## src/rtl/ahb_sram_pkg.sv

```systemverilog
// Shared encodings, FSM state codes and the byte-lane helper for the AHB-lite SRAM controller.
package ahb_sram_pkg;

    localparam int ADDR_W_DEF = 18;
    localparam int DEPTH_DEF  = 4096;

    typedef enum logic [1:0] {
        HTRANS_IDLE   = 2'd0,
        HTRANS_BUSY   = 2'd1,
        HTRANS_NONSEQ = 2'd2,
        HTRANS_SEQ    = 2'd3
    } htrans_e;

    typedef enum logic [2:0] {
        HSIZE_BYTE = 3'd0,
        HSIZE_HALF = 3'd1,
        HSIZE_WORD = 3'd2
    } hsize_e;

    localparam logic [2:0] ST_IDLE    = 3'd0;
    localparam logic [2:0] ST_RD_CMD  = 3'd1;
    localparam logic [2:0] ST_RD_DATA = 3'd2;
    localparam logic [2:0] ST_WR      = 3'd3;
    localparam logic [2:0] ST_ERR1    = 3'd4;
    localparam logic [2:0] ST_ERR2    = 3'd5;

    // Little-endian lane enables; misaligned encodings are rejected by the legality check.
    function automatic logic [3:0] lane_mask(input logic [2:0] size, input logic [1:0] addrLo);
        case (size)
            HSIZE_BYTE: lane_mask = 4'b0001 << addrLo;
            HSIZE_HALF: lane_mask = 4'b0011 << addrLo;
            default:    lane_mask = 4'b1111;
        endcase
    endfunction

endpackage

```

## src/rtl/ahb_sram_lane_dec.sv

```systemverilog
// Combinational transfer legality (size, alignment, depth) and byte-lane mask.
module ahb_sram_lane_dec
    import ahb_sram_pkg::*;
#(
    parameter int ADDR_W = ADDR_W_DEF,
    parameter int DEPTH  = DEPTH_DEF
) (
    input  logic [ADDR_W+1:0] addr,
    input  logic [2:0]        size,
    output logic              legal,
    output logic [3:0]        mask
);

    logic sizeOk;
    logic aligned;
    logic inRange;

    // NOTE: every always_comb output gets a default first so no path can infer a latch.
    always_comb begin
        aligned = 1'b1;
        case (size)
            HSIZE_HALF: aligned = ~addr[0];
            HSIZE_WORD: aligned = (addr[1:0] == 2'b00);
            default:    aligned = 1'b1;
        endcase
    end

    assign sizeOk  = (size <= HSIZE_WORD);
    assign inRange = (32'(addr[ADDR_W+1:2]) < 32'(DEPTH));
    assign legal   = sizeOk & aligned & inRange;
    assign mask    = lane_mask(size, addr[1:0]);

endmodule

```

## src/rtl/ahb_sram_ctrl.sv

```systemverilog
// AHB-lite slave sequencing a 32-bit byte-laned SRAM: 1-wait reads, 0-wait writes, 2-cycle ERROR.
module ahb_sram_ctrl
    import ahb_sram_pkg::*;
#(
    parameter int ADDR_W = ADDR_W_DEF,
    parameter int DEPTH  = DEPTH_DEF
) (
    input  logic              HCLK,
    input  logic              HRESETn,
    input  logic              HSEL,
    input  logic [31:0]       HADDR,
    input  logic [1:0]        HTRANS,
    input  logic              HWRITE,
    input  logic [2:0]        HSIZE,
    input  logic              HREADY,
    input  logic [31:0]       HWDATA,
    output logic              HREADYOUT,
    output logic              HRESP,
    output logic [31:0]       HRDATA,
    output logic              SnCE,
    output logic              SnWR,
    output logic              SnOE,
    output logic [3:0]        SnWBYTE,
    output logic [ADDR_W-1:0] SADDR,
    output logic [31:0]       SWDATA,
    input  logic [31:0]       SRDATA
);

    logic [2:0]        state;
    logic [2:0]        nextState;
    logic [ADDR_W-1:0] addrReg;
    logic [3:0]        maskReg;
    logic              canAccept;
    logic              accept;
    logic              legal;
    logic [3:0]        mask;
    logic              unusedBits;

    assign unusedBits = &{1'b0, HADDR[31:ADDR_W+2], HTRANS[0]};

    ahb_sram_lane_dec #(
        .ADDR_W (ADDR_W),
        .DEPTH  (DEPTH)
    ) u_lane_dec (
        .addr  (HADDR[ADDR_W+1:0]),
        .size  (HSIZE),
        .legal (legal),
        .mask  (mask)
    );

    // A new address phase is only taken in states that drive HREADYOUT high.
    assign canAccept = (state == ST_IDLE) || (state == ST_RD_DATA) ||
                       (state == ST_WR)   || (state == ST_ERR2);
    assign accept    = HSEL & HREADY & HTRANS[1] & canAccept;

    always_comb begin
        nextState = ST_IDLE;
        case (state)
            ST_RD_CMD: nextState = ST_RD_DATA;
            ST_ERR1:   nextState = ST_ERR2;
            default: begin
                if (accept) begin
                    if (!legal)      nextState = ST_ERR1;
                    else if (HWRITE) nextState = ST_WR;
                    else             nextState = ST_RD_CMD;
                end
            end
        endcase
    end

    // NOTE: sequential state uses non-blocking assignments so all registers update together.
    // NOTE: the capture registers are reset because SADDR exposes addrReg directly.
    always_ff @(posedge HCLK or negedge HRESETn) begin
        if (!HRESETn) begin
            state   <= ST_IDLE;
            addrReg <= '0;
            maskReg <= '0;
        end else begin
            state <= nextState;
            if (accept && legal) begin
                addrReg <= HADDR[ADDR_W+1:2];
                maskReg <= mask;
            end
        end
    end

    assign SADDR = addrReg;

    always_comb begin
        HREADYOUT = 1'b1;
        HRESP     = 1'b0;
        HRDATA    = '0;
        SnCE      = 1'b1;
        SnWR      = 1'b1;
        SnOE      = 1'b1;
        SnWBYTE   = 4'hF;
        SWDATA    = '0;
        case (state)
            ST_RD_CMD: begin
                HREADYOUT = 1'b0;
                SnCE      = 1'b0;
                SnOE      = 1'b0;
            end
            ST_RD_DATA: begin
                SnOE   = 1'b0;
                HRDATA = SRDATA;
            end
            ST_WR: begin
                SnCE    = 1'b0;
                SnWR    = 1'b0;
                SnWBYTE = ~maskReg;
                SWDATA  = HWDATA;
            end
            ST_ERR1: begin
                HREADYOUT = 1'b0;
                HRESP     = 1'b1;
            end
            ST_ERR2: HRESP = 1'b1;
            default: ;
        endcase
    end

endmodule
```

## config.mk

```make
export PLATFORM = sky130hd
export DESIGN_NAME = ahb_sram_ctrl
export DESIGN_NICKNAME = d
export VERILOG_FILES = /design/src/rtl/ahb_sram_pkg.sv /design/src/rtl/ahb_sram_lane_dec.sv /design/src/rtl/ahb_sram_ctrl.sv
export SDC_FILE = /design/constraint.sdc
export NUM_CORES = 1
export LEC_CHECK = 0
export CAP_MARGIN = 5
export CORE_ASPECT_RATIO = 1.75
export CORE_UTILIZATION = 26
export CTS_BUF_LIST = sky130_fd_sc_hd__clkbuf_4 sky130_fd_sc_hd__clkbuf_8
export CTS_CLUSTER_DIAMETER = 200
export DETAILED_ROUTE_END_ITERATION = 16
export PLACE_DENSITY = 0.9
export SYNTH_ARGS = -nofsm -noshare
export SYNTH_HDL_FRONTEND = slang
export SYNTH_SLANG_ARGS = --single-unit
```

## constraint.sdc

```tcl
create_clock -name HCLK -period 1.9 [get_ports HCLK]
set_input_delay 0.57 -clock HCLK [delete_from_list [all_inputs] [get_ports HCLK]]
set_output_delay 0.57 -clock HCLK [all_outputs]
set_load 0.02 [all_outputs]
```

======== Yosys cells after proc, flatten, opt, wreduce, memory -nomap -nowiden ========
Cells that the tools add are included.
cells by class
  shifts and indexed selects .............. 2
  reductions and logical operators ........ 11
  multiplexer cells ....................... 14
  equal/unequal tests ..................... 7
  bitwise gates (word level) .............. 7
  $lt $le $gt $ge ......................... 2
operators with widths
  cell                    count
  $mux W32                2
  $lt A18 B13 Y1 const B  1
  $eq A3 B2 Y1 const B    3
  $pmux W4 S2             1
  $reduce_or A2 Y1        4
  $eq A3 B1 Y1 const B    2
  $eq A3 B3 Y1 const B    2
  $logic_not A3 Y1        2
  $mux W3                 2
  $pmux W3 S2             1
  $and A1 B1 Y1           5
  $mux W1                 5
  $mux W4                 1
  $not A4 Y4              1
  $shl A1 B2 Y4 const A   1
  $shl A2 B2 Y4 const A   1
  $le A3 B2 Y1 const B    1
  $logic_or A1 B1 Y1      3
  $logic_not A2 Y1        1
  $mux W2                 1
  $pmux W1 S2             1
  $logic_and A1 B1 Y1     1
  $not A1 Y1              1
word-level totals
  word-level logic and storage cells ...... 46
  input port bits ......................... 106
  output and inout bits ................... 91
  register bits after elaboration ......... 25

======== Logic depth before layout (Yosys ltp) ========
  word-level depth ........................ 7
  mapped depth ............................ 6
  depth with buffers taken out ............ 4

======== Cells and area by module ========
A second synthesis with hierarchy kept.
second synthesis, totals
  cells, all modules ...................... 164
  area, all modules ....................... 1689.1 µm²
by module, submodules not included
  module             area an instance (µm²)  cells an instance  seq. area each (µm²)  instances
  ahb_sram_ctrl      1607.8                  150                625.6                 1
  ahb_sram_lane_dec  81.3                    14                 0.0                   1

======== Worst setup path before layout ========
Ideal clock, no wire load.
  path type ............................... register to output
  from .................................... register state[2]
  to ...................................... output port SWDATA[26]
  path slack .............................. -0.165 ns
  buffers on the path ..................... 1
  data required time ...................... 1.330 ns
  stages on the path, launching flop included .. 5
  arrival ................................. 1.495 ns
  path through ............................ dfrtp_1 nand2b_1 nor2_1 clkbuf_1 and2_1
on the way
  longest elaborated chain between the ends .. 2
RTL lines
  item                      RTL line             text
  start: declaration        ahb_sram_ctrl.sv:29  logic [2:0] state;
  start signal: assignment  ahb_sram_ctrl.sv:79  state <= nextState;
  $eq A3 B2 Y1              ahb_sram_ctrl.sv:98  case (state)
  $mux W32                  ahb_sram_ctrl.sv:98
  end: declaration          ahb_sram_ctrl.sv:25  output logic [31:0] SWDATA,
Every way passes these cells.

======== Worst setup path in the final report ========
  from .................................... register state[0]
  to ...................................... output port HRDATA[23]
on the way
  longest elaborated chain between the ends .. 2
RTL lines
  item              RTL line             text
  $eq A3 B2 Y1      ahb_sram_ctrl.sv:98
  $mux W32          ahb_sram_ctrl.sv:98
  end: declaration  ahb_sram_ctrl.sv:19  output logic [31:0] HRDATA,
Every way passes these cells.

==> impl_metrics.py <==
metrics = {
    "clocking": {
        "h-tree-depth": 1,
        "cts.clk_slew.worst_paths_ns": 0.09,
        "cts_buffer_depth": 2,
        "tritoncts": "built",
        "cts-root-buf": "clkbuf_8",
        "numClockSinks": 25,
        "clkLatencyLatePin_ns": 0.28,
        "numCtsBuffers": 3,
    },
    "floorplan": {
        "die_w_um": 60.14,
        "num_rows": 36,
        "ios": 197,
        "dieHeight_um": 103.7,
        "die_area_um2": 6238,
        "core_area_um2": 5630,
        "start_util_pct": 27.31,
    },
    "yosys": {
        "syn_avg_cell_area_um2": 9.857,
        "synth_cell_types": 25,
        "async_flop_share_pct": 100.0,
        "synth_cells": 156,
        "syn_area_um2": 1538,
        "synth_nets": 262,
        "ys_seq_area_share_pct": 40.68,
        "synth-seq-cells": 25,
        "synthFlopType": "dfrtp_1",
        "synth_edf_count": 0,
        "yosys_warnings": 0,
    },
    "setup_path": {
        "path_class": "reg2out",
        "critPathMaxStageDelay_ns": 0.46,
        "cp.required_ns": 1.33,
        "slowest_stage": "dfrtp_2",
        "path_max_fanout": 8,
        "cp_cell_sequence": "nor3_4, buf_6, buf_6, and2_4, buf_6",
        "worstPathArrival_ns": 1.47,
        "endpoint_kind": "primary output",
        "cp-start-kind": "register",
        "path_common_cell": "buf_6",
    },
    "drt": {
        "wl_per_cell_um": 17.49,
        "drc": 0,
        "wirelength_um": 7712,
        "ant_nets": 0,
        "first_pass_iters": 4,
        "via_per_inst": 4.528,
        "first_iter_violations": 59,
        "vias": 1997,
    },
    "global_routing": {
        "track_usage_pct": 22.35,
        "antenna_found_initial": 0,
        "grt_pass1_wl_um": 10410,
        "grt_max_degree": 26,
        "grt_pass1_vias": 2083,
        "gr-total-overflow": 0,
    },
    "timing": {
        "worst_pin_slew_ns": 0.3183,
        "final.setup.tns_ns": -7.383,
        "post-route-period-util_pct": 107.4,
        "finalHoldViolCount": 0,
        "finalSetupViolations": 68,
        "fmax_mhz": 490.0,
        "period_needed_ns": 2.041,
        "grt_setup_unrepaired": "yes",
        "slew_viol_final": 0,
        "final.setup.worst_slack_ns": -0.1409,
        "finalClockSkew_ns": 0.004489,
        "hold_slack_ns": 0.5141,
        "slew_headroom_pct": 78.78,
    },
    "place": {
        "gp_congestion": 0.7440,
        "post_dp_cell_area_um2": 3575,
        "pre_cts_slack_ns": -0.5142,
        "port_buffers": 183,
        "hpwl_um": 5385,
    },
    "final_layout": {
        "final_area_um2": 4098,
        "finalNetCount": 472,
        "final_util_pct": 72.78,
        "fillers": 373,
        "num_antenna_cells": 0,
        "drive_gt1_share_pct": 55.07,
        "syn_to_final_growth_pct": 166.5,
    },
    "status": {
        "status": "complete, but fails checks",
        "violations": "negative setup slack",
    },
    "flow_run": {
        "drv_cap": 0,
    },
    "pwr": {
        "power_density_nw_per_um2": 676.7,
        "ir_drop_v": 0.0008490,
        "p_leak_nw": 1.985,
    },
    "min_path": {
        "worstHoldPathType": "reg2reg",
    },
}
layout by cell type, fill, tap and decap left out, types with 2 or more instances in the layout:
master           count
dfrtp_1             24
mux2_4              13
nor2b_4              2
a31oi_1              4
nand2_2              2
nor2_4               2
buf_12               2
dlymetal6s2s_1       4
buf_4               16
buf_8                2
and2_4              63
clkdlybuf4s50_1     99
dlygate4sd2_1        7
nor2b_1              8
o21ai_0              3
clkbuf_8             3
nand2_4              2
nor2_1               3
buf_6               81
sequential cells by signal, indices dropped and copies added, names as in the netlist:
signal,count
maskReg,4
state,3
SADDR,18
cell families after synthesis:
family / count (synthesis) / share of synthesized area, %
multiplexers: 15 / 13.34
AND/OR/NAND/NOR: 93 / 36.13
AO/OA/AOI/OAI: 11 / 4.556
buffers and inverters: 11 / 4.719
XOR/XNOR: 1 / 0.5697
flip-flops: 25 / 40.68
worst paths after layout:
path,depth (start not counted),from,end,slack (ns)
worst max-delay path,5,state[0],HRDATA[23],-0.14
worst min-delay path,1,SADDR[1],SADDR[1],0.51
worst max register to register,6,state[0],SADDR[11],0.05
worst min register to register,1,SADDR[1],SADDR[1],0.51
max in group asynchronous,2,HRESETn,state[0],0.98
min in group asynchronous,2,HRESETn,SADDR[1],0.65
synth_stat cells (2+ instances only):
| library cell | number | area [um^2] |
|---|---|---|
| o21ai_0 | 3 | 15.01 |
| a31oi_1 | 4 | 25.02 |
| and2_1 | 64 | 400.4 |
| mux2_2 | 4 | 45.04 |
| dfrtp_1 | 25 | 625.6 |
| nor3_1 | 3 | 15.01 |
| clkbuf_1 | 6 | 22.52 |
| nor2b_1 | 10 | 62.56 |
| buf_6 | 2 | 22.52 |
| nand2_1 | 5 | 18.77 |
| nor2_1 | 6 | 22.52 |
| inv_1 | 2 | 7.510 |
| mux2_4 | 10 | 150.1 |
critical path: cells and delay by family, from the launching register on:
kind | cells | cell delay, ns
buffers and inverters | 3 | 0.39
AND/OR/NAND/NOR | 2 | 0.35
flip-flops | 1 | 0.46
report_power, final:
| group | switching, mW | internal [mW] | leakage (nW) |
|---|---|---|---|
| logic | 0.802 | 1.05 | 1.61 |
| registers | 0.0360 | 0.568 | 0.345 |
| clock network | 0.175 | 0.147 | 0.0255 |
final cells by class:
| type | count | area, um^2 | share of cell area (%) |
|---|---|---|---|
| Tap cell | 76 | 95.09 | 2.321 |
| Clock buffer | 3 | 41.29 | 1.008 |
| Timing Repair Buffer | 214 | 2231 | 54.44 |
| Multi-Input combinational cell | 120 | 1091 | 26.63 |
| Clock inverter | 1 | 5.005 | 0.1221 |
| Sequential cell | 25 | 626.9 | 15.30 |
| Inverter | 2 | 7.507 | 0.1832 |
metal layers:
metal  GRT usage, %  up-vias  wire (um)
li1               -      916          -
met1          18.85      926       2251
met2          43.33      139       4360
met3          7.740       16        878
met4          8.638        0        222
met5              0        -          0
stage by stage:
step           instances  total power [mW]
2_1_floorplan        156             1.194
3_3_place_gp         424             2.021
3_5_place_dp         424             2.050
4_1_cts              440             2.464
5_1_grt              441             2.884
6_report             441             2.773
what timing repair did:
item                       in CTS  in global routing
setup endpoints to repair      95                 94
pin swaps                       8                 39
gates cloned                    2                  3
buffers inserted               10                  4
hold buffers                    0                  0
resized for setup             402                146
Power figures use the tool's default switching activity.
